**src/rtl/soc_uart_readback.sv**
```systemverilog
// UART-side memory read bridge: takes an 8-byte read command, fetches words over the
// SoC bus and streams them back with a status byte and trailing CRC-32.
module soc_uart_readback #(
  parameter logic [31:0] MAX_WORDS = 32'd65536
) (
  input  logic        clk,
  input  logic        res,
  input  logic [7:0]  rx_data,
  input  logic        rx_valid,
  output logic        rx_ready,
  input  logic        rx_error,
  output logic [7:0]  tx_data,
  output logic        tx_valid,
  input  logic        tx_ready,
  output logic [31:0] mem_addr,
  output logic        mem_req,
  output logic        mem_write_en,
  output logic [3:0]  mem_byte_en,
  input  logic [31:0] mem_read_data,
  input  logic        mem_valid
);

  localparam logic [31:0] CRC_POLY = 32'hEDB88320;
  localparam logic [31:0] CRC_INIT = 32'hFFFFFFFF;
  localparam logic [7:0]  ST_OK    = 8'h59;
  localparam logic [7:0]  ST_ERR   = 8'hE0;

  typedef enum logic [2:0] {S_HDR, S_STAT, S_MEM, S_TXD, S_TXC, S_ERR} state_t;

  state_t      state_q;
  logic [2:0]  ptr_q;
  logic [55:0] hdr_q;
  logic [31:0] cnt_q;
  logic        reject_q;
  logic [31:0] word_q;
  logic [1:0]  bidx_q;
  logic [31:0] crc_q;
  logic        rx_ready_q;
  logic [7:0]  tx_data_q;
  logic        tx_valid_q;
  logic [31:0] mem_addr_q;
  logic        mem_req_q;

  logic [63:0] hdr_full;
  logic [31:0] hdr_cnt;
  logic [31:0] crc_d;
  logic [31:0] cnt_dec;
  logic        rx_hs;
  logic        tx_hs;

  function automatic logic [31:0] crc_byte(input logic [31:0] c, input logic [7:0] b);
    logic [31:0] r;
    r = c ^ {24'h0, b};
    for (int k = 0; k < 8; k++) begin
      r = r[0] ? ((r >> 1) ^ CRC_POLY) : (r >> 1);
    end
    return r;
  endfunction

  function automatic logic [7:0] byte_sel(input logic [31:0] w, input logic [1:0] i);
    case (i)
      2'd0:    return w[7:0];
      2'd1:    return w[15:8];
      2'd2:    return w[23:16];
      default: return w[31:24];
    endcase
  endfunction

  always_comb begin
    hdr_full = {rx_data, hdr_q};
    hdr_cnt  = (hdr_full[63:32] == 32'd0) ? 32'd1 : hdr_full[63:32];
    crc_d    = crc_byte(crc_q, tx_data_q);
    cnt_dec  = cnt_q - 32'd1;
    rx_hs    = rx_valid && rx_ready_q;
    tx_hs    = tx_valid_q && tx_ready;
  end

  // rx_error pre-empts every state but ERROR; reset pre-empts everything
  always_ff @(posedge clk) begin
    if (!res) begin
      state_q    <= S_HDR;
      ptr_q      <= 3'd0;
      hdr_q      <= 56'd0;
      cnt_q      <= 32'd0;
      reject_q   <= 1'b0;
      word_q     <= 32'd0;
      bidx_q     <= 2'd0;
      crc_q      <= CRC_INIT;
      rx_ready_q <= 1'b0;
      tx_data_q  <= 8'd0;
      tx_valid_q <= 1'b0;
      mem_addr_q <= 32'd0;
      mem_req_q  <= 1'b0;
    end else if (rx_error && state_q != S_ERR) begin
      state_q    <= S_ERR;
      mem_req_q  <= 1'b0;
      rx_ready_q <= 1'b0;
      tx_valid_q <= 1'b1;
      tx_data_q  <= ST_ERR;
    end else begin
      case (state_q)
        S_HDR: begin
          rx_ready_q <= 1'b1;
          if (rx_hs) begin
            hdr_q <= {rx_data, hdr_q[55:8]};
            ptr_q <= ptr_q + 3'd1;
            if (ptr_q == 3'd7) begin
              rx_ready_q <= 1'b0;
              cnt_q      <= hdr_cnt;
              reject_q   <= (hdr_cnt > MAX_WORDS);
              tx_valid_q <= 1'b1;
              tx_data_q  <= (hdr_cnt > MAX_WORDS) ? ST_ERR : ST_OK;
              if (hdr_cnt <= MAX_WORDS) mem_addr_q <= hdr_full[31:0] & 32'hFFFF_FFFC;
              state_q    <= S_STAT;
            end
          end
        end
        S_STAT: begin
          if (tx_hs) begin
            tx_valid_q <= 1'b0;
            if (reject_q) begin
              state_q <= S_HDR;
            end else begin
              mem_req_q <= 1'b1;
              state_q   <= S_MEM;
            end
          end
        end
        S_MEM: begin
          if (mem_valid) begin
            word_q     <= mem_read_data;
            mem_req_q  <= 1'b0;
            bidx_q     <= 2'd0;
            tx_valid_q <= 1'b1;
            tx_data_q  <= mem_read_data[7:0];
            state_q    <= S_TXD;
          end
        end
        S_TXD: begin
          if (tx_hs) begin
            crc_q <= crc_d;
            if (bidx_q == 2'd3) begin
              cnt_q  <= cnt_dec;
              bidx_q <= 2'd0;
              if (cnt_dec != 32'd0) begin
                tx_valid_q <= 1'b0;
                mem_addr_q <= mem_addr_q + 32'd4;
                mem_req_q  <= 1'b1;
                state_q    <= S_MEM;
              end else begin
                tx_data_q <= ~crc_d[7:0];
                state_q   <= S_TXC;
              end
            end else begin
              bidx_q    <= bidx_q + 2'd1;
              tx_data_q <= byte_sel(word_q, bidx_q + 2'd1);
            end
          end
        end
        S_TXC: begin
          if (tx_hs) begin
            if (bidx_q == 2'd3) begin
              crc_q      <= CRC_INIT;
              tx_valid_q <= 1'b0;
              bidx_q     <= 2'd0;
              state_q    <= S_HDR;
            end else begin
              bidx_q    <= bidx_q + 2'd1;
              tx_data_q <= byte_sel(~crc_q, bidx_q + 2'd1);
            end
          end
        end
        default: begin
          rx_ready_q <= 1'b0;
          tx_valid_q <= 1'b1;
          tx_data_q  <= ST_ERR;
        end
      endcase
    end
  end

  assign rx_ready     = rx_ready_q;
  assign tx_data      = tx_data_q;
  assign tx_valid     = tx_valid_q;
  assign mem_addr     = mem_addr_q;
  assign mem_req      = mem_req_q;
  assign mem_write_en = 1'b0;
  assign mem_byte_en  = 4'b1111;

endmodule

```
**config.mk**
```make
export PLATFORM = sky130hd
export DESIGN_NAME = soc_uart_readback
export DESIGN_NICKNAME = d
export VERILOG_FILES = /design/src/rtl/soc_uart_readback.sv
export SDC_FILE = /design/constraint.sdc
export NUM_CORES = 1
export LEC_CHECK = 0
export ABC_AREA = 1
export CAP_MARGIN = 0
export CORE_MARGIN = 8
export CORE_UTILIZATION = 55
export CTS_CLUSTER_DIAMETER = 50
export DETAILED_ROUTE_END_ITERATION = 16
export PLACE_DENSITY = 0.75
export SKIP_CTS_REPAIR_TIMING = 1
export SYNTH_ARGS = -nofsm -noshare
export SYNTH_HDL_FRONTEND = slang
export SYNTH_SLANG_ARGS = --single-unit
```
**constraint.sdc**
```tcl
create_clock -name clk -period 2.9 [get_ports clk]
set_input_delay 0.87 -clock clk [delete_from_list [all_inputs] [get_ports clk]]
set_output_delay 0.87 -clock clk [all_outputs]
set_load 0.05 [all_outputs]
```
=== Word level (Yosys, flattened, before mapping) ===
Index checks and enable logic that the tools add are counted.

* Input port bits: 46
* Latch bits: 0
* RAM bits: 0
* Memory bits (read-only): 0
* Output and inout port bits: 48
* Bits in registers: 204
* Memories: 0

* Reductions and logical operators: 29
* Shift operators: 0
* $add $sub $neg: 4
* Order comparisons: 2
* Multipliers: 0
* Equal/unequal tests: 35
* Bitwise gates (word level): 14
* Muxes and demuxes: 75
* Div/mod/pow operators: 0

{| class="wikitable"
|+ Operators by type and width
! cell !! count
|-
| $mux W32 || 22
|-
| $pmux W32 S2 || 3
|-
| $not A13 Y14 || 8
|-
| $mux W8 || 10
|-
| $pmux W8 S3 || 2
|-
| $pmux W8 S5 || 1
|-
| $ne A3 B3 Y1 const B || 12
|-
| $add A32 B3 Y32 const B || 1
|-
| $gt A32 B17 Y1 const B || 1
|-
| $le A32 B17 Y1 const B || 1
|-
| $logic_not A32 Y1 || 1
|-
| $not A32 Y32 || 1
|-
| $reduce_bool A32 Y1 || 1
|-
| $sub A32 B1 Y32 const B || 1
|-
| $xor A32 B8 Y32 || 1
|-
| $mux W3 || 10
|-
| $reduce_and A9 Y1 || 3
|-
| $ne A2 B2 Y1 const B || 13
|-
| $reduce_and A8 Y1 || 3
|-
| $mux W1 || 18
|-
| $pmux W3 S5 || 1
|-
| $mux W2 || 4
|-
| $not A8 Y8 || 1
|-
| $reduce_and A4 Y1 || 2
|-
| 27 further kinds || 38
|}

=== Logic depth before layout (Yosys ltp) ===
* Depth after elaboration: 23
* Mapped depth: 19

=== Worst setup path after synthesis ===
No wires, ideal clock.

* Path type: reg2reg
* From: register mem_addr_q[2], in the netlist mem_addr[2]
* To: register mem_addr_q[30], in the netlist mem_addr[30]
* Slack: 483 ps
* Clock period less this slack: 2417 ps
* Arrival time: 2305 ps
* Library setup time: 113 ps
* Cell stages (with the launch flop): 15
* Path through: dfxtp_1 > ha_1 > nand2_1 > nor3_1 > nand2_1 > inv_1 > nand3_1 > nor2_1 > nand4_1 > nor2_1 > nand2_1 > nand3_1 > nand2_1 > nor2_1 > nor2_1

* Word-level cells in the longest chain between the ends: 5

{| class="wikitable"
|+ Ends and longest elaborated chain
! element !! line !! RTL
|-
| from (decl) || 41 || <nowiki>logic [31:0] mem_addr_q;</nowiki>
|-
| from (signal assigned) || 113 || <nowiki>if (hdr_cnt <= MAX_WORDS) mem_addr_q <= hdr_full[31:0] & 32'hFFFF_FFFC;</nowiki>
|-
| from (signal assigned) || 147 || <nowiki>mem_addr_q <= mem_addr_q + 32'd4;</nowiki>
|-
| $add A32 B3 Y32 || 147 ||
|-
| $mux W32 || 145 || <nowiki>if (cnt_dec != 32'd0) begin</nowiki>
|-
| $mux W32 || 142 || <nowiki>if (bidx_q == 2'd3) begin</nowiki>
|-
| $mux W32 || 140 || <nowiki>if (tx_hs) begin</nowiki>
|-
| $pmux W32 S2 || 101 || <nowiki>case (state_q)</nowiki>
|}

Every way passes these cells. The select of a mux whose other input is x is not followed.
A chain may end at the register's enable or synchronous reset.

=== Final worst setup path ===
* From: register mem_addr_q[23], in the netlist mem_addr[23]
* To: output mem_addr[23]

{| class="wikitable"
|+ RTL lines
! element !! line !! RTL
|-
| to (decl) || 15 || <nowiki>output logic [31:0] mem_addr,</nowiki>
|}

No word-level cell between the ends.

==> results_dict.tcl <==
set metrics [dict create \
    run_status "completed" \
    route.antenna.remaining_nets 0 \
    crit_path_cell_trace "clkdlybuf4s50_1" \
    dp_hpwl_um 25200 \
    power.density_cell_area_nw_per_um2 1140 \
    r2r-start "cnt_q[0]" \
    layout_area_growth_over_synthesis_pct 15.3 \
    setup.worst_path.start "mem_addr[23]" \
    sinks_on_clock_net 200 \
    clock_skew_ns 0.0149 \
    vias 12015 \
    worstHoldStart "word_q[13]" \
    track_usage_pct 26.4 \
    edff_count_synth 0 \
    route.top_layer_used "met4" \
    initialDrtViolationCount 1234 \
    global_route_wire_length_before_repair_um 57300 \
    synth-warning-count 0 \
    synth_top_cell_area_share_pct 34.0 \
    drt-total-wl_um 35200 \
    antenna_found_initial 0 \
    critPathMaxFanout 9 \
    stage_delay_of_the_slowest_cell_on_the_critical_path_ns 0.86 \
    number_of_global_route_vias_before_repair 11268 \
    nets 1919 \
    floorplan.io_pins 94 \
    max-slew-margin-rel_pct 51.0 \
    power.static_leakage_nw 5.99 \
    setup_violations 0 \
    core_area_um2 21000 \
    drt_drc_violations_left 0 \
    fp-row-count 53 \
    grt_max_degree 100 \
    postSynthAreaPerCell_um2 6.55 \
    worst_ir_drop_vdd_mv 0.543 \
    number_of_failing_hold_endpoints_at_the_final_stage 0 \
    worst_setup_path_end_kind "output pin" \
    holdCritPathClass "reg -> reg" \
    clk_root_buffer_cell "clkbuf_16" \
    clock_path_buffers 2 \
    m1WireLength_um 15600 \
    clock_slew_seen_by_the_registers_of_the_worst_setup_and_hold_paths_ns 0.08 \
    critical_path_arrival_ns 1.80 \
    setup.worst_path.class "reg -> out" \
    insertion_delay_ns 0.45 \
    synth_cell_type_count 51 \
    minimum_hold_slack_ns 0.458 \
    postSynthCellCount 1797 \
    worst-slew-pin-transition_ns 0.735 \
    postSynth.asyncResetShare_pct 0 \
    cts_inserted_buffers 17 \
    yosysSeqAreaShare_pct 34.0 \
    mean_number_of_vias_per_cell 5.59 \
    buf_inv_stages_crit_path 1 \
    max_freq_ghz 0.375 \
    initial_drt_pass_iterations 6 \
    timing.max_cap.violations 0 \
    die_area_um2 26300 \
    synth_area_leader_cell "dfxtp_1" \
    period_minus_slack_ns 2.67 \
    chipHeight_um 162 \
    mappedNetlistArea_um2 11800 \
    initial_core_util_pct 56.0 \
    io_buffers 86 \
    cell_types_occupying_the_most_area_after_synthesis "dfxtp_1, nand2_1, nor2_1, a21oi_1, o21ai_0" \
    synth-seq-cells 200 \
    met2WireLength_um 16000 \
    gp_congestion 0.949 \
    cpMaxStageDelayCell "clkdlybuf4s50_1" \
    die_w_um 162 \
    utilization_pct 64.6 \
    cts_tree "built" \
    drt-wirelength-per-cell_um 16.4 \
    congestion_overflow_gr 0 \
    worst-endpoint-required_ns 2.03 \
    layout_worst_path_cycle_share_pct 92.0 \
    detailroute.wirelength.met3_um 2690 \
    yosys_most_used_dff "dfxtp_1" \
    grt_setup_unrepaired "false" \
    critical_path.top_delay_family "buffers and inverters" \
    h-tree-depth 4 \
    timing.final.max_slew_violations 0 \
    antenna-diode-count 0 \
    post_route_cells_drive_above_1_share_pct 6.83 \
    setup.worst_path.start_class "register" \
]
==> cell type report <==
class,instances,area (um^2)
clock buffers,17,425
clock inverters,14,150
fillers,1908,7450
inverters,177,664
multi-input cells,1334,6680
flip-flops and latches,200,4000
well taps,275,344
repair buffers,133,1300
==> metal layers <==
layer	global-route usage, %	vias up
met5	0	-
met4	9.30	0
met3	4.33	66
met2	42.1	514
met1	35.5	5450
li1	-	5985
==> cells by family (layout without fill, tap and decap cells) <==
family / after synthesis / count (layout) / synth area share (%)
DFF: 200 / 200 / 34.0
and+or+nand+nor: 856 / 857 / 30.4
buffers and inverters: 269 / 341 / 9.52
adders and majority gates: 10 / 10 / 1.06
other: 2 / 7 / 0.0638
muxes: 2 / 2 / 0.170
xor gates and xnor gates: 77 / 77 / 6.18
AOI/OAI and AO/OA: 381 / 381 / 18.6
==> registers in the layout, indices dropped and copies added, names as in the netlist, 2 cells and up <==
register  cells
hdr_q        54
cnt_q        32
crc_q        32
word_q       32
mem_addr     30
tx_data       8
ptr_q         3
state_q       3
bidx_q        2
==> metrics by stage <==
step	TNS [ns]	setup slack, ns	area (um^2)	cells	power [mW]
6_report	0	0.233	13600	2150	15.4
2_1_floorplan	0	0.483	11800	1802	10.5
3_3_place_gp	0	0.106	13000	2118	12.7
4_1_cts	0	0.147	13600	2149	15.2
3_5_place_dp	-0.00115	-0.00101	13000	2118	12.8
5_1_grt	0	0.0276	13600	2150	16.6
==> placed cells by master (no fill, tap or decap), types with 3 or more instances in the layout <==
master,instances
o21ai_1,8
inv_2,7
inv_6,3
clkbuf_16,17
a21oi_1,157
nor2_2,8
dfxtp_1,200
inv_1,167
nor4_1,6
nand2_1,399
inv_8,4
buf_12,7
or2_2,5
xnor2_1,17
o21ai_0,129
o221ai_1,16
o211ai_1,15
nand3b_1,6
xor2_1,56
nor2_1,297
nand3_2,4
nand4_1,18
nor3_1,16
a31oi_1,5
buf_4,41
clkinv_1,3
o22ai_1,7
ha_1,9
conb_1,7
a211oi_1,3
nor2_4,5
nand2_2,5
nand3_1,74
and3_1,3
a221oi_1,30
nand2_4,4
clkdlybuf4s50_1,85
o31ai_1,5
==> Yosys cell counts (2+ instances only) <==
cell type and count:
nand2_1 399, nor2_1 297, dfxtp_1 200, inv_1 168
a21oi_1 157, o21ai_0 129, nand3_1 74, clkbuf_1 60
xor2_1 56, a221oi_1 30, nand4_1 18, nor3_1 17
xnor2_1 17, o221ai_1 16, o211ai_1 15, buf_6 10
ha_1 10, buf_1 9, buf_4 8, o21ai_1 8
nor2_2 7, o22ai_1 7, inv_2 6, nand3b_1 6
nor4_1 6, a31oi_1 5, buf_2 5, nand2_2 5
nor2_4 5, o31ai_1 5, or2_2 5, nand2_4 4
nand3_2 4, a211oi_1 3, and3_1 3, clkinv_1 3
and2_1 2, conb_1 2, mux2i_1 2, nor3_2 2
xnor2_4 2
==> where the power goes <==
group          leakage, nW  switching, mW  internal (mW)
Sequential            1.62          0.636           3.27
Clock                0.281           1.22           1.15
Combinational         4.08           6.17           2.97
Total                 5.99           8.02           7.40
==> worst paths after layout <==
| kind | slack (ns) | endpoint | cells past startpoint |
|---|---|---|---|
| setup reg to reg | 0.23 | mem_addr[4] | 18 |
| hold reg to reg | 0.46 | word_q[13] | 2 |
| setup / recovery | 0.23 | mem_addr[23] | 1 |
| hold / removal | 0.46 | word_q[13] | 2 |
No activity file was read; power rests on OpenSTA's default activity.
